`config.mk`:
```
export PLATFORM = sky130hd
export DESIGN_NAME = instr_buffer
export DESIGN_NICKNAME = d
export VERILOG_FILES = /design/src/rtl/instr_buffer.sv
export SDC_FILE = /design/constraint.sdc
export NUM_CORES = 1
export LEC_CHECK = 0
export ABC_AREA = 1
export ABC_CLOCK_PERIOD_IN_PS = 8900
export CAP_MARGIN = 0
export CORE_MARGIN = 2
export CORE_UTILIZATION = 62
export CTS_BUF_LIST = sky130_fd_sc_hd__clkbuf_4
export CTS_CLUSTER_SIZE = 40
export DETAILED_ROUTE_END_ITERATION = 6
export GPL_ROUTABILITY_DRIVEN = 0
export GPL_TIMING_DRIVEN = 0
export PLACE_DENSITY_LB_ADDON = 0.2
export SYNTH_ARGS = -nofsm -noshare
export SYNTH_HDL_FRONTEND = slang
export SYNTH_SLANG_ARGS = --single-unit
```
`constraint.sdc`:
```
create_clock -name clock -period 8.9 [get_ports clock]
set_input_delay 1.78 -clock clock [delete_from_list [all_inputs] [get_ports clock]]
set_output_delay 1.78 -clock clock [all_outputs]
set_load 0.03 [all_outputs]
```
`src/rtl/instr_buffer.sv`:
```
// Instruction buffer between fetch and dispatch: circular FIFO of fetched packets.
// Latency: a packet enqueued on edge N appears at the head no earlier than cycle N+1 (no bypass).
// Backpressure: ib_full stalls fetch (pushes while full are dropped); pops while empty are ignored.

package instr_buffer_pkg;

  // Canonical RISC-V NOP (addi x0, x0, 0), shown to dispatch when the buffer is empty.
  localparam logic [31:0] NOP_INST = 32'h0000_0013;

  typedef struct packed {
    logic [31:0] inst;
    logic        valid;
    logic [31:0] PC;
    logic [31:0] NPC;
  } IF_IB_PACKET;

endpackage

module instr_buffer
  import instr_buffer_pkg::*;
#(
  parameter int IB_DEPTH = 8
) (
  input  logic                      clock,
  input  logic                      reset,
  input  IF_IB_PACKET               if_ib_packet,
  input  logic                      dp_pop,
  input  logic                      squash,
  output IF_IB_PACKET               ib_dp_packet,
  output logic                      ib_full,
  output logic                      ib_empty,
  output logic [$clog2(IB_DEPTH):0] ib_count
);

  localparam int PTR_W = $clog2(IB_DEPTH);
  localparam int CNT_W = PTR_W + 1;

  IF_IB_PACKET            entries [IB_DEPTH];
  logic [PTR_W-1:0]       head;
  logic [PTR_W-1:0]       tail;
  logic                   push_ok;
  logic                   pop_ok;

  // Advance a pointer with an explicit wrap so no entry is ever skipped.
  function automatic logic [PTR_W-1:0] ptr_inc(input logic [PTR_W-1:0] p);
    return (p == PTR_W'(IB_DEPTH - 1)) ? '0 : p + PTR_W'(1);
  endfunction

  // Flags come from the registered count only, so they never depend on same-cycle inputs.
  assign ib_full  = (ib_count == CNT_W'(IB_DEPTH));
  assign ib_empty = (ib_count == '0);

  // Qualify requests against the registered flags: a full buffer drops the push even
  // if a pop frees a slot this cycle, and an empty buffer ignores the pop.
  always_comb begin
    push_ok = if_ib_packet.valid && !ib_full;
    pop_ok  = dp_pop && !ib_empty;
  end

  // Pointer and occupancy update; reset beats squash, squash beats push/pop.
  always_ff @(posedge clock) begin
    if (!reset) begin
      head     <= '0;
      tail     <= '0;
      ib_count <= '0;
    end else if (squash) begin
      head     <= '0;
      tail     <= '0;
      ib_count <= '0;
    end else begin
      if (push_ok) tail <= ptr_inc(tail);
      if (pop_ok)  head <= ptr_inc(head);
      case ({push_ok, pop_ok})
        2'b10:   ib_count <= ib_count + CNT_W'(1);
        2'b01:   ib_count <= ib_count - CNT_W'(1);
        default: ib_count <= ib_count;
      endcase
    end
  end

  // Entry storage: write the accepted packet at the tail, forcing its valid bit.
  always_ff @(posedge clock) begin
    if (!reset) begin
      for (int i = 0; i < IB_DEPTH; i++) begin
        entries[i].valid <= 1'b0;
      end
    end else if (!squash && push_ok) begin
      entries[tail]       <= if_ib_packet;
      entries[tail].valid <= 1'b1;
    end
  end

  // Head presentation straight from registered state; an empty buffer shows a NOP bubble.
  always_comb begin
    ib_dp_packet      = '0;
    ib_dp_packet.inst = NOP_INST;
    if (!ib_empty) begin
      ib_dp_packet = entries[head];
    end
  end

endmodule

```
== Yosys cells after proc, flatten, opt, wreduce, memory -nomap -nowiden ==
Memory sizes are Yosys's and may differ from the RTL's. A register that Yosys moved wholly into a read port is not among the register bits.
Index checks and enable logic that the tools add are counted.

* Bitwise gates (word level): 2
* $add $sub $neg: 4
* Muxes and demuxes: 14
* Equal/unequal tests: 5
* Reduce and logical (&&, ||, !) cells: 10

{| class="wikitable"
|+ Operators by type and width
! operator !! count
|-
| two-way mux 97 bit || 2
|-
| OR reduction 97 bit || 1
|-
| two-way mux 3 bit || 5
|-
| case mux 4 bit (2 select lines) || 1
|-
| adder 3 x 1 -> 3 bit, second input constant || 2
|-
| == test 3 bit, second input constant || 2
|-
| two-way mux 1 bit || 5
|-
| adder 4 x 1 -> 4 bit, second input constant || 1
|-
| == test 4 bit, second input constant || 1
|-
| zero test 4 bit || 1
|-
| subtractor 4 x 1 -> 4 bit, second input constant || 1
|-
| logical AND 1 bit || 3
|-
| zero test 1 bit || 3
|-
| == test 2 x 1 -> 1 bit, second input constant || 1
|-
| == test 2 bit, second input constant || 1
|-
| two-way mux 2 bit || 1
|-
| nonzero test 2 bit || 1
|-
| OR reduction 2 bit || 1
|-
| NOT 1 bit || 1
|-
| OR 1 bit || 1
|}

* Memories kept: 1
* Output and inout port bits: 103
* RAM bits: 776
* Bits in registers: 10
* Input port bits: 101

{| class="wikitable"
|+ Memory list
! memory !! depth !! width !! read ports !! clocked after memory_dff !! write ports !! RTL line !! RTL
|-
| entries || 8 || 97 || 1 || 1 || 8 || 38 || <nowiki>IF_IB_PACKET entries [IB_DEPTH];</nowiki>
|}

== Depth between registers and ports, before layout ==
Gate-level depths: netlist (run 1).

* Depth in word-level cells: 10
* Depth in mapped cells: 14
* Mapped depth without buffers: 13

== Worst setup path before layout (run 1) ==
No wires, ideal clock.

* Path type: input -> register
* Start point: input port reset
* End point: memory entries[1][0] (netlist name), enable pin
* Arrival time: 6.552 ns
* Library setup time: 0.551 ns
* Setup slack: 1.797 ns
* Cell stages on the path: 7
* Buffers on the path: 1
* Cells stage by stage: buf_4 -> inv_1 -> nor2_4 -> inv_1 -> nor2_1 -> nand2_1 -> nor2_1

{| class="wikitable"
|+ RTL lines
! what !! RTL line !! RTL
|-
| start: declaration || 25 || <nowiki>input logic reset,</nowiki>
|-
| end: declaration || 38 ||
|}

==> flow_summary.toml, run 1 <==
[status]
status = "finished, final reports clean"

[global_routing]
antenna_found_initial = 6
grt_first_pass_wirelength_um = 127000
first_global_vias = 24102
grt_max_degree = 61
grt_overflow = 0
grtUsageTotal_pct = 30.1

[clock_tree]
worst_skew_pair.late_latency_ns = 1.02
post_cts_buffers = 0
cts.repair.resized = 0
clock_tree.root_cell = "clkbuf_4"
cts_buffer_depth = 3
cts.reportedPaths.clkPinSlew_ns = 0.08
ctsHoldBuffers = 0
cts_tree = "built"
htree_num_levels = 4
cts_sinks = 789
cts_buffers = 188

[sta]
tightest_slew_ns = 1.02
rsz0062_at_grt = "no"
fin_crit_ns = 5.75
max_slew_margin_pct = 31.9
fmax_mhz = 174
period_share_pct = 64.6
setup_viol = 0
finClkSkew_ns = 0.0464
drv_slew = 0
hold_violations = 0

[logic_synthesis]
synthTopCellsByArea = "edfxtp_1 69%, nand2_1 13%, nand3_1 4.7%"
ys_seq_elements = 789
yosysTopAreaCell = "edfxtp_1"
synth.avg_cell_area_sq_um = 10.4
yosys.area.top_type_share_pct = 69.4
netlist_instances = 3190
yosysWarnings = 0
synthesis.area_sq_um = 33200
syn_nets = 3299
yosysSeqAreaShare_pct = 70.7
post_synth_num_cell_types = 18

[worst_hold_path]
holdCritStartpoint = "entries[0][64]"
holdPathStages = 2
min_to = "entries[0][64]"
hold_path_class = "reg -> reg"

[drt]
vias = 24105
drc_errors = 0
firstDrtPassIters = 6
via_per_inst = 5.46
routed_wl_um = 83100
first_iter_violations = 2666
ant_nets = 0
drt-wirelength-per-cell_um = 18.8

[finish]
post-route-util_pct = 73.3
drive_above_1_share_pct = 10.3
fill_cells = 3605
stdcell_area_sq_um = 38700
area_delta_synth_final_pct = 16.5
nets = 3701

[power]
p_total_uw = 8140
power.density_nw_per_um2 = 210
irDropWorstVdd_v = 0.000129
p_int_uw = 5940
p_switching_uw = 2200
power.static_leakage_uw = 0.0161
swShare_pct = 27.1
combPwrFrac_pct = 14.7
seq_power_share_pct = 50.5
clkPwrFrac_pct = 34.8

[die]
initial_utilization_pct = 63.0
die_y_um = 236
rows = 84
die_x_um = 236
core_sq_um = 52800
die-area_sq_um = 55500
ios = 204

[worst_setup_path]
crit_fanout = 10
rrSetupSlack_ns = 5.85
crit_type = "reg -> out"
cp.required_ns = 7.12
startpoint_type = "flip-flop"
ff2ff_path_depth = 8
path_cells = "inv_2, buf_2, buf_2, nand2_1, a21oi_1, nor2_1, nor2_1, clkdlybuf4s50_1"
cp-end-kind = "output port"
r2r-start = "ib_count[0]"
critPathMaxStageDelay_ns = 0.75
regToRegEndpoint = "entries[1][22]"
cp.arrival_ns = 3.97
crit_path_top_delay_cell = "clkdlybuf4s50_1"

[placement]
io_buffers = 202
place_area_sq_um = 36400
hpwl_um = 51500

[run]
drv_cap = 0
Yosys cell counts:
cell type,instances
buf_1,12
dfxtp_1,21
ha_1,7
a21oi_1,99
buf_4,4
inv_2,3
o21ai_0,6
xnor2_1,1
nor2_4,1
inv_1,405
nand3_1,312
edfxtp_1,768
or2_2,1
clkbuf_1,60
buf_2,84
nor2_1,211
fa_1,1
nand2_1,1194
cell families (layout without fill, tap and decap cells):
family	count (synthesis)	count (layout)	share of synthesized area, %
flip-flops	789	789	70.7
other	0	4	0
AND/OR/NAND/NOR	1719	1719	20.6
buffers and inverters	568	1101	6.78
adder cells (fa/ha/maj)	8	8	0.324
XOR/XNOR	1	1	0.0264
AO/OA/AOI/OAI	105	105	1.58
placed cells by master, fill, tap and decap left out, types with 7 or more instances in the layout:
cell             count
clkinv_1            47
nand2_1           1194
ha_1                 7
edfxtp_1           768
buf_1               12
nor2_1             210
buf_16               7
inv_1              398
a21oi_1             99
nand3_1            312
clkbuf_4           266
clkdlybuf4s50_1    202
clkbuf_1            60
buf_2               84
dfxtp_1             21
final cells by class:
type                    count  area (sq um)  area share, %
diodes                      4          10.0         0.0259
inverters                 408          1560           4.04
clock buffers             266          2000           5.16
repair buffers            212          2270           5.88
multi-input cells        1833          7500           19.4
flip-flops and latches    789         23500           60.7
clock inverters            55           288          0.744
well taps                 688           861           2.22
plain buffers             160           721           1.86
power by group through the flow:
stage               sequential, uW  clock, uW  combinational (uW)
floorplan                     4200          0                 647
global placement              4200          0                1160
detailed placement            4200          0                1180
CTS                           4120       2870                1190
global route                  4120       3050                1270
finish                        4120       2830                1190
critical path: cells and delay by family, from the launching register on:
| kind | cells | cell delay, ns |
|---|---|---|
| buf+inv | 4 | 1.98 |
| simple gates | 3 | 0.52 |
| flops | 1 | 0.32 |
| compound gates | 1 | 0.13 |
registers in the layout, summed over array words and instances (netlist names), named ones only:
register and count:
entries 776, ib_count 4, head 3, tail 3
how the worst max path moves through the flow:
stage	start	depth (start not counted)	end	slack, ns
3_3_place_gp	squash	6	entries[1][31]	-2.09
3_5_place_dp	squash	8	entries[1][22]	4.07
6_report	flip-flop	8	ib_dp_packet[5]	3.15
2_1_floorplan	reset	7	entries[1][0]	1.80
4_1_cts	flip-flop	8	ib_dp_packet[5]	3.17
5_1_grt	flip-flop	8	ib_dp_packet[5]	2.99
routing by layer:
layer / share of wire, % / wire (um) / track usage [%] / vias to the layer above
li1: - / - / - / 11253
met1: 38 / 31400 / 38.2 / 11331
met2: 49 / 41000 / 49.9 / 1290
met3: 9.2 / 7660 / 6.03 / 231
met4: 3.6 / 3010 / 15.2 / 0
met5: 0 / 0 / 0 / -
stage by stage:
step	hold WS, ns	setup TNS, ns	worst slack (ns)	std cells
after floorplan	0.422	0	1.80	3190
after global placement	0.435	-199.39	-2.09	4080
after detailed placement	0.437	0	4.07	4090
after CTS	0.447	0	3.17	4411
after global routing	0.468	0	2.99	4413
final	0.455	0	3.15	4415
Power figures use the tool's default switching activity.
==> inputs of run 2 (changes only) <==
Settings changed: ABC_CLOCK_PERIOD_IN_PS 8900 to 6000.
Clock period 8.9 ns to 6 ns, I/O delays scaled along.
==> run 2 against run 1 <==
  * Via count up 1.4%
  * Global-route usage up 0.17 points
  * Non-clock buffer count up 1
  * Clock power up 52%
  * First-iteration DRC count down 4.4%
  * Worst hold slack worse by 0.016 ns
==> flow_summary.toml, run 2 (synthesis results as in run 1) <==
[status]
status = "finished, final reports clean"

[die]
initial_utilization_pct = 63.0
die_y_um = 236
die_x_um = 236
ios = 204
rows = 84
core_sq_um = 52800
die-area_sq_um = 55500

[finish]
regMostFlops = "entries"
drive_above_1_share_pct = 10.8
area_delta_synth_final_pct = 16.9
post-route-util_pct = 73.6
final_common_cell = "nand2_1"
top_regs = "entries x776, ib_count x4"
largest_reg_flops = 776
final_cell_mix = "1,194 x nand2_1, 768 x edfxtp_1, 398 x inv_1, 312 x nand3_1, 279 x clkbuf_4"
nets = 3706

[clock_tree]
clock_tree.root_cell = "clkbuf_4"
cts_buffer_depth = 3
cts.repair.resized = 0
cts_tree = "built"
cts_buffers = 192
ctsHoldBuffers = 0
post_cts_buffers = 0
worst_skew_pair.late_latency_ns = 1.07
cts.reportedPaths.clkPinSlew_ns = 0.07
cts_sinks = 789
htree_num_levels = 4

[sta]
hold_violations = 0
setup_viol = 0
fmax_mhz = 193
finClkSkew_ns = 0.0407
max_slew_margin_pct = 50.0
tightest_slew_ns = 0.750
drv_slew = 0
fin_tns_setup_ns = 0
fin_crit_ns = 5.17
period_share_pct = 86.2
rsz0062_at_grt = "no"

[worst_setup_path]
startpoint_type = "flip-flop"
crit_type = "reg -> out"
cp.required_ns = 4.80
cp-end-kind = "output port"
cp.arrival_ns = 3.97
crit_fanout = 10

[global_routing]
first_global_vias = 24294
grt_overflow = 0
grt_max_degree = 63
antenna_found_initial = 4
grt_first_pass_wirelength_um = 128000
grtUsageTotal_pct = 30.3

[worst_hold_path]
hold_path_class = "in -> reg"

[drt]
first_iter_violations = 2549
routed_wl_um = 84000
drt-wirelength-per-cell_um = 18.9
via_per_inst = 5.51
drc_errors = 0
firstDrtPassIters = 6
vias = 24433
ant_nets = 0

[placement]
io_buffers = 202
hpwl_um = 52200

[power]
power.density_nw_per_um2 = 314
irDropWorstVdd_v = 0.000208
power.static_leakage_uw = 0.0162

[run]
drv_cap = 0
[run 2: worst paths after layout]
check / from / endpoint / slack, ns / cells past startpoint
setup / recovery: flip-flop / ib_dp_packet[5] / 0.83 / 8
hold / removal: reset / entries[7][64] / 0.44 / 3
setup reg to reg: ib_count[0] / entries[1][19] / 3.14 / 9
hold reg to reg: entries[7][64] / entries[7][64] / 0.46 / 2
[run 2: layout make-up]
| cell class | count | area (sq um) |
|---|---|---|
| inverters | 408 | 1560 |
| fillers | 3521 | 13900 |
| repair buffers | 213 | 2300 |
| multi-input cells | 1833 | 7500 |
| clock inverters | 60 | 293 |
| clock buffers | 279 | 2090 |
| well taps | 688 | 861 |
| diodes | 8 | 20.0 |
| flip-flops and latches | 789 | 23500 |
| plain buffers | 160 | 721 |
[run 2: per-layer routing]
layer | routed length, um | global-route usage, % | up-vias
met2 | 41700 | 50.7 | 1302
li1 | - | - | 11275
met4 | 3170 | 15.3 | 0
met5 | 0 | 0 | -
met1 | 31600 | 37.7 | 11635
met3 | 7480 | 6.37 | 221
[run 2: worst max-delay path, cell delays in order (launching register included)]
cell             delay [ns]
dfxtp_1                0.32
inv_2                  0.34
buf_2                  0.59
buf_2                  0.35
nand2_1                0.09
a21oi_1                0.13
nor2_1                 0.08
nor2_1                 0.29
clkdlybuf4s50_1        0.74
[run 2: metrics by stage]
stage	cells	hold slack [ns]	total power, uW	instance area, sq um	setup slack (ns)
CTS	4430	0.358	12200	38800	0.833
finish	4438	0.439	12200	38800	0.827
floorplan	3190	0.422	7190	33200	1.08
global placement	4080	0.436	7950	36100	-1.53
global route	4436	0.367	12600	38800	0.732
detailed placement	4091	0.447	7980	36400	1.89
[run 2: power by group]
| group | leakage, uW | switching [uW] | internal, uW | total, uW |
|---|---|---|---|---|
| registers | 0.00709 | 16.6 | 6090 | 6110 |
| clock network | 0.00142 | 2100 | 2210 | 4310 |
| logic | 0.00770 | 1200 | 568 | 1770 |
| total | 0.0162 | 3320 | 8870 | 12200 |
